[src/rtl/gate_pkg.sv]
// gate_pkg: shared state encoding, bus width and default timing constants for the gate servo.
package gate_pkg;
   typedef enum logic [1:0] {
      CLOSED  = 2'd0,
      OPENING = 2'd1,
      OPEN    = 2'd2,
      CLOSING = 2'd3
   } gate_state_e;
   localparam int WIDTH_W          = 19;
   localparam int DEF_FRAME_TICKS  = 500000;
   localparam int DEF_CLOSED_WIDTH = 7000;
   localparam int DEF_OPEN_WIDTH   = 52500;
   localparam int DEF_STEP         = 2500;
   localparam int DEF_HOLD_FRAMES  = 150;
endpackage

[src/rtl/servo_frame_timer.sv]
// servo_frame_timer: frame counter with end-of-frame tick and registered PWM compare.
// Ports: clk_in/rst clock and sync reset; width pulse width in cycles;
//        pwm_out registered (count < width); frame_tick high on the last cycle of a frame.
module servo_frame_timer
   import gate_pkg::*;
#(
   parameter int FRAME_TICKS = DEF_FRAME_TICKS
) (
   input  logic               clk_in,
   input  logic               rst,
   input  logic [WIDTH_W-1:0] width,
   output logic               pwm_out,
   output logic               frame_tick
);
   localparam logic [WIDTH_W-1:0] LAST = WIDTH_W'(FRAME_TICKS - 1);
   logic [WIDTH_W-1:0] count;
   assign frame_tick = count == LAST;
   always_ff @(posedge clk_in) begin
      if (rst) begin
         count   <= '0;
         pwm_out <= 1'b0;
      end else begin
         count   <= frame_tick ? '0 : count + 1'b1;
         pwm_out <= count < width;
      end
   end
endmodule

[src/rtl/gate_servo_ctrl.sv]
// gate_servo_ctrl: ramps the servo pulse width between closed and open once per frame.
// Ports: clk_in/rst clock and sync reset; open_req/obstruct synchronized levels;
//        pwm_out servo pulse; width_out active width; state_out FSM state; frame_tick frame end.
module gate_servo_ctrl
   import gate_pkg::*;
#(
   parameter int FRAME_TICKS  = DEF_FRAME_TICKS,
   parameter int CLOSED_WIDTH = DEF_CLOSED_WIDTH,
   parameter int OPEN_WIDTH   = DEF_OPEN_WIDTH,
   parameter int STEP         = DEF_STEP,
   parameter int HOLD_FRAMES  = DEF_HOLD_FRAMES
) (
   input  logic               clk_in,
   input  logic               rst,
   input  logic               open_req,
   input  logic               obstruct,
   output logic               pwm_out,
   output logic [WIDTH_W-1:0] width_out,
   output logic [1:0]         state_out,
   output logic               frame_tick
);
   localparam int HOLD_W = $clog2(HOLD_FRAMES + 1);
   localparam logic [WIDTH_W-1:0] CW = WIDTH_W'(CLOSED_WIDTH);
   localparam logic [WIDTH_W-1:0] OW = WIDTH_W'(OPEN_WIDTH);
   localparam logic [WIDTH_W-1:0] ST = WIDTH_W'(STEP);
   localparam logic [HOLD_W-1:0]  HF = HOLD_W'(HOLD_FRAMES);
   gate_state_e        state;
   logic [WIDTH_W-1:0] width_cur, up, dn;
   logic [HOLD_W-1:0]  hold;
   logic               reopen;
   // Bounds are tested before the add/subtract so the 19-bit width can never wrap.
   always_comb begin
      up     = (width_cur >= OW - ST) ? OW : width_cur + ST;
      dn     = (width_cur <= CW + ST) ? CW : width_cur - ST;
      reopen = open_req | obstruct;
   end
   servo_frame_timer #(.FRAME_TICKS(FRAME_TICKS)) u_timer (
      .clk_in    (clk_in),
      .rst       (rst),
      .width     (width_cur),
      .pwm_out   (pwm_out),
      .frame_tick(frame_tick)
   );
   always_ff @(posedge clk_in) begin
      if (rst) begin
         state     <= CLOSED;
         width_cur <= CW;
         hold      <= '0;
      end else if (frame_tick) begin
         case (state)
            CLOSED: if (open_req) begin
               state     <= OPENING;
               width_cur <= up;
            end
            OPENING: begin
               width_cur <= up;
               if (up == OW) begin
                  state <= OPEN;
                  hold  <= HF;
               end
            end
            OPEN: if (reopen) hold <= HF;
            else begin
               hold <= hold - 1'b1;
               if (hold == HOLD_W'(1)) state <= CLOSING;
            end
            CLOSING: if (reopen) begin
               state     <= OPENING;
               width_cur <= up;
            end else begin
               width_cur <= dn;
               if (dn == CW) state <= CLOSED;
            end
            default: state <= CLOSED;
         endcase
      end
   end
   assign width_out = width_cur;
   assign state_out = state;
endmodule

[config.mk]
export PLATFORM = sky130hd
export DESIGN_NAME = gate_servo_ctrl
export DESIGN_NICKNAME = d
export VERILOG_FILES = /design/src/rtl/gate_pkg.sv /design/src/rtl/servo_frame_timer.sv /design/src/rtl/gate_servo_ctrl.sv
export SDC_FILE = /design/constraint.sdc
export NUM_CORES = 1
export LEC_CHECK = 0
export ABC_AREA = 1
export BUFFER_PORTS_ARGS = -buffer_cell sky130_fd_sc_hd__buf_4
export CORE_MARGIN = 1
export CORE_UTILIZATION = 45
export CTS_CLUSTER_DIAMETER = 50
export DETAILED_ROUTE_END_ITERATION = 7
export PLACE_DENSITY = 0.61
export SYNTH_ARGS = -nofsm -noshare
export SYNTH_HDL_FRONTEND = slang
export SYNTH_SLANG_ARGS = --single-unit
[constraint.sdc]
create_clock -name clk_in -period 2.35 [get_ports clk_in]
set_clock_uncertainty 0.15 [all_clocks]
set_input_delay 0.3525 -clock clk_in [delete_from_list [all_inputs] [get_ports clk_in]]
set_output_delay 0.3525 -clock clk_in [all_outputs]
set_load 0.01 [all_outputs]
==> summary.md <==
| Metric | Value |
|---|---|
| Status | `finished, final reports clean` |
| Die height | `about 100 um` |
| Drt first pass iters | `5` |
| Antenna Cells | `0` |
| Worst hold start | `rst` |
| Slew @ Worst Pin | `486 ps` |
| Initial Util | `0.469` |
| HP Class | `input pin to flip-flop` |
| CTS Buf Count | `5` |
| Synth Area in Compound Gates | `0.151` |
| Remaining global-route overflow | `0` |
| CTS Hold Bufs | `0` |
| Most frequent cells in the layout | `131 x nand2_1, 79 x buf_4, 74 x inv_1, 66 x nor2_1, 53 x nand3_1` |
| DR iter-0 viols | `275` |
| Crit path cell chain | `buf_4 -> nor2_2 -> nand2_2 -> buf_4 -> nand4_1 -> nand2_1 -> nand2_1 -> nand2_1 -> o21ai_1 -> nand2_1 -> nor2_1 -> nand3_1 -> nand2_2 -> nand2_2 -> nor2_1 -> nor2_1` |
| Hold slack | `169 ps` |
| Hold Vio Cnt, Final | `0` |
| Commonest non-fill, non-tap cell in the layout | `nand2_1` |
| Via density per instance | `about 5.6` |
| CP Launch Type | `flip-flop` |
| Synth Cell Area | `about 0.0041 mm^2` |
| FF-to-FF Start | `width_out[2]$_SDFFE_PP0P_` |
| Synth unique cells | `roughly 50` |
| Max Cap Viol | `0` |
| Via Count | `4523` |
| H-tree lvl count | `2` |
| Fillers | `a little under 900` |
| Seq cells post-synth | `between 40 and 50` |
| Final ANT Viol Nets | `0` |
| Yosys warns | `0` |
| Layout cell share with drive strength beyond 1 | `0.245` |
| Largest family of logic cells by synthesized area | `simple AND/OR/NAND/NOR gates` |
| Req. time, crit path | `roughly 2400 ps` |
| Remaining DRCs | `0` |
| Kind of critical path | `flip-flop to flip-flop` |
| Crit end category | `flip-flop` |
| Root Buffer | `clkbuf_8` |
| WL final | `around 12 mm` |
| First-pass GRT wire length | `20.3 mm` |
| Slowest cell on crit path | `dfxtp_4` |
| Power Total | `0.00151 W` |
| # port buffers | `26` |
| Register area share after synthesis | `0.239` |
| Maximum clock path buffer count | `2` |
| Final Max Slew Viols | `0` |
| GP Congestion | `roughly 0.99` |
| Clk_lat worst skew | `300 ps` |
| Maximum fanout along the worst path | `5` |
| Reg-to-Reg End | `state_out[1]$_SDFFE_PP0P_` |
| Vias in the first global route | `between 4000 and 5000` |
| Final setup vio count | `0` |
| Boundary pin count | `27` |
| Worst slew margin | `0.675` |
| Syn nets | `around 670` |
| Synthesized area per cell | `between 6 and 7 um^2` |
| Total core area | `0.00876 mm^2` |
| Placed instance count | `around 800` |
| Setup TNS | `0 ps` |
| Mapped Cells | `about 630` |
| Largest net degree at the start of global routing | `19` |
| Max stage delay on crit path | `around 370 ps` |
| Final Net Count | `roughly 740` |
| Cell Pwr Density | `approximately 300 mW/mm^2` |
| Clk sinks | `49` |
| Cells on worst reg2reg path | `16` |
| F_max | `around 0.45 GHz` |
| Core Rows | `34` |
| Post-Synth XOR/XNOR Area | `0.0274` |
| Adder-Cell Fraction of Synth Area | `0.0822` |
| Final period utilization | `0.943` |
| DPL Wire Length | `9.78 mm` |
| Synth-to-layout area growth | `21.2%` |
| Non-filler instance count after layout | `814` |
| Tot GR Track Use | `0.263` |
| CP Buf/Inv Count | `2` |
| Min cycle time layout | `2220 ps` |
| Crit path arrival time | `about 2300 ps` |
| Hold EP | `width_out[7]$_SDFFE_PP0P_` |
| Peak VDD IR | `~0.26 mV` |
| CTS tree | `done` |
| Die Area | `roughly 0.0095 mm^2` |
| Synth Area in Simple Gates | `0.384` |
| FF-to-FF setup slack | `130 ps` |
| Avg WL per Cell | `between 15 and 20 um` |
| Clk slew on worst S/H paths | `around 100 ps` |
| Hold Crit Depth | `2` |
| Leakage | `between 2 and 2.5 nW` |
| Die Wd | `~98 um` |
| Post-synthesis mux area share | `0` |
| Cell family with most CP delay | `simple AND/OR/NAND/NOR gates` |
| Most used cell, CP | `nand2_1` |
| Initial antenna violation count | `0` |
area by class of cell:
class | instances | area, um^2 | area share
Multi-Input combinational cell | 483 | 2760 | 0.554
Sequential cell | 49 | 1000 | 0.202
Timing Repair Buffer | 81 | 633 | 0.127
Inverter | 85 | 333 | 0.0668
Tap cell | 108 | 135 | 0.0271
Clock buffer | 5 | 68.8 | 0.0138
Clock inverter | 3 | 46.3 | 0.00930
sequential cells by signal, indices dropped and copies added, names as in the netlist:
register         cells
u_timer.pwm_out      1
state_out            2
hold                 8
width_out           19
u_timer.count       19
kinds of logic (layout without fill, tap and decap cells):
family / after synthesis / in the layout
xor+xnor: 12 / 12
fa+ha+maj: 27 / 27
buf+inv: 102 / 174
simple gates: 338 / 338
flops: 49 / 49
compound gates: 106 / 106
stage by stage:
stage	setup slack, ps	cell area (um^2)	util
CTS	16.3	4810	0.549
floorplan	172	4110	-
global placement	-69.2	4680	0.534
global route	-19.8	4980	0.568
detailed placement	-72.6	4680	0.534
finish	133	4980	0.568
where the power goes:
part           total (W)  switching, W  internal [W]
combinational  0.0000548     0.0000314     0.0000233
clock           0.000622      0.000302      0.000319
sequential      0.000835    0.00000312      0.000832
total            0.00151      0.000337       0.00117
synth_stat cells, drive strengths merged:
cell,number,share of area
nor3b,1,0.0018
nand2,151,0.15
dfxtp,49,0.24
o311ai,1,0.0021
o221ai,3,0.0064
clkbuf,4,0.0061
or2,1,0.0015
buf,13,0.030
o2111ai,3,0.0064
inv,85,0.080
a21oi,46,0.060
and2,1,0.0015
a2bb2oi,1,0.0021
nor2,84,0.091
ha,27,0.082
o21ai,32,0.040
nand3,59,0.079
o22ai,1,0.0015
xor2,8,0.019
a211oi,1,0.0018
o211ai,7,0.013
nor3,16,0.023
o31ai,2,0.0037
nor4,6,0.0091
nand4,19,0.029
a31oi,8,0.012
a32oi,1,0.0021
xnor2,4,0.0085
worst max-delay path by stage:
stage | from | end | slack, ps | cells after the start
finish | width_out[2]$_SDFFE_PP0P_ | state_out[1]$_SDFFE_PP0P_ | 130 | 16
global placement | width_out[2]$_SDFFE_PP0P_ | hold[3]$_SDFFE_PP0P_ | -70 | 14
detailed placement | width_out[2]$_SDFFE_PP0P_ | hold[3]$_SDFFE_PP0P_ | -70 | 14
global route | width_out[2]$_SDFFE_PP0P_ | state_out[1]$_SDFFE_PP0P_ | -20 | 20
CTS | u_timer.count[1]$_SDFF_PP0_ | width_out[8]$_SDFFE_PP1P_ | 20 | 11
floorplan | width_out[2]$_SDFFE_PP0P_ | state_out[1]$_SDFFE_PP0P_ | 170 | 16
worst register-to-register path, cell delays in order (launching register included):
cell	delay (ps)
dfxtp_4	370
buf_4	140
nor2_2	150
nand2_2	80
buf_4	150
nand4_1	140
nand2_1	70
nand2_1	60
nand2_1	80
o21ai_1	150
nand2_1	80
nor2_1	100
nand3_1	110
nand2_2	100
nand2_2	60
nor2_1	90
nor2_1	50
metal layers:
metal | track usage | part of all wire | vias up
met1 | 0.327 | 0.42 | 2045
li1 | - | - | 2255
met5 | 0 | 0 | -
met4 | 0.0984 | 0.031 | 0
met2 | 0.446 | 0.47 | 185
met3 | 0.0525 | 0.074 | 38
timing repair:
item | CTS | global route
setup buffers | 0 | 4
pin swaps | 0 | 7
endpoints found under the setup margin | 10 | 32
gates resized for setup | 5 | 45
Power figures use the tool's default switching activity.
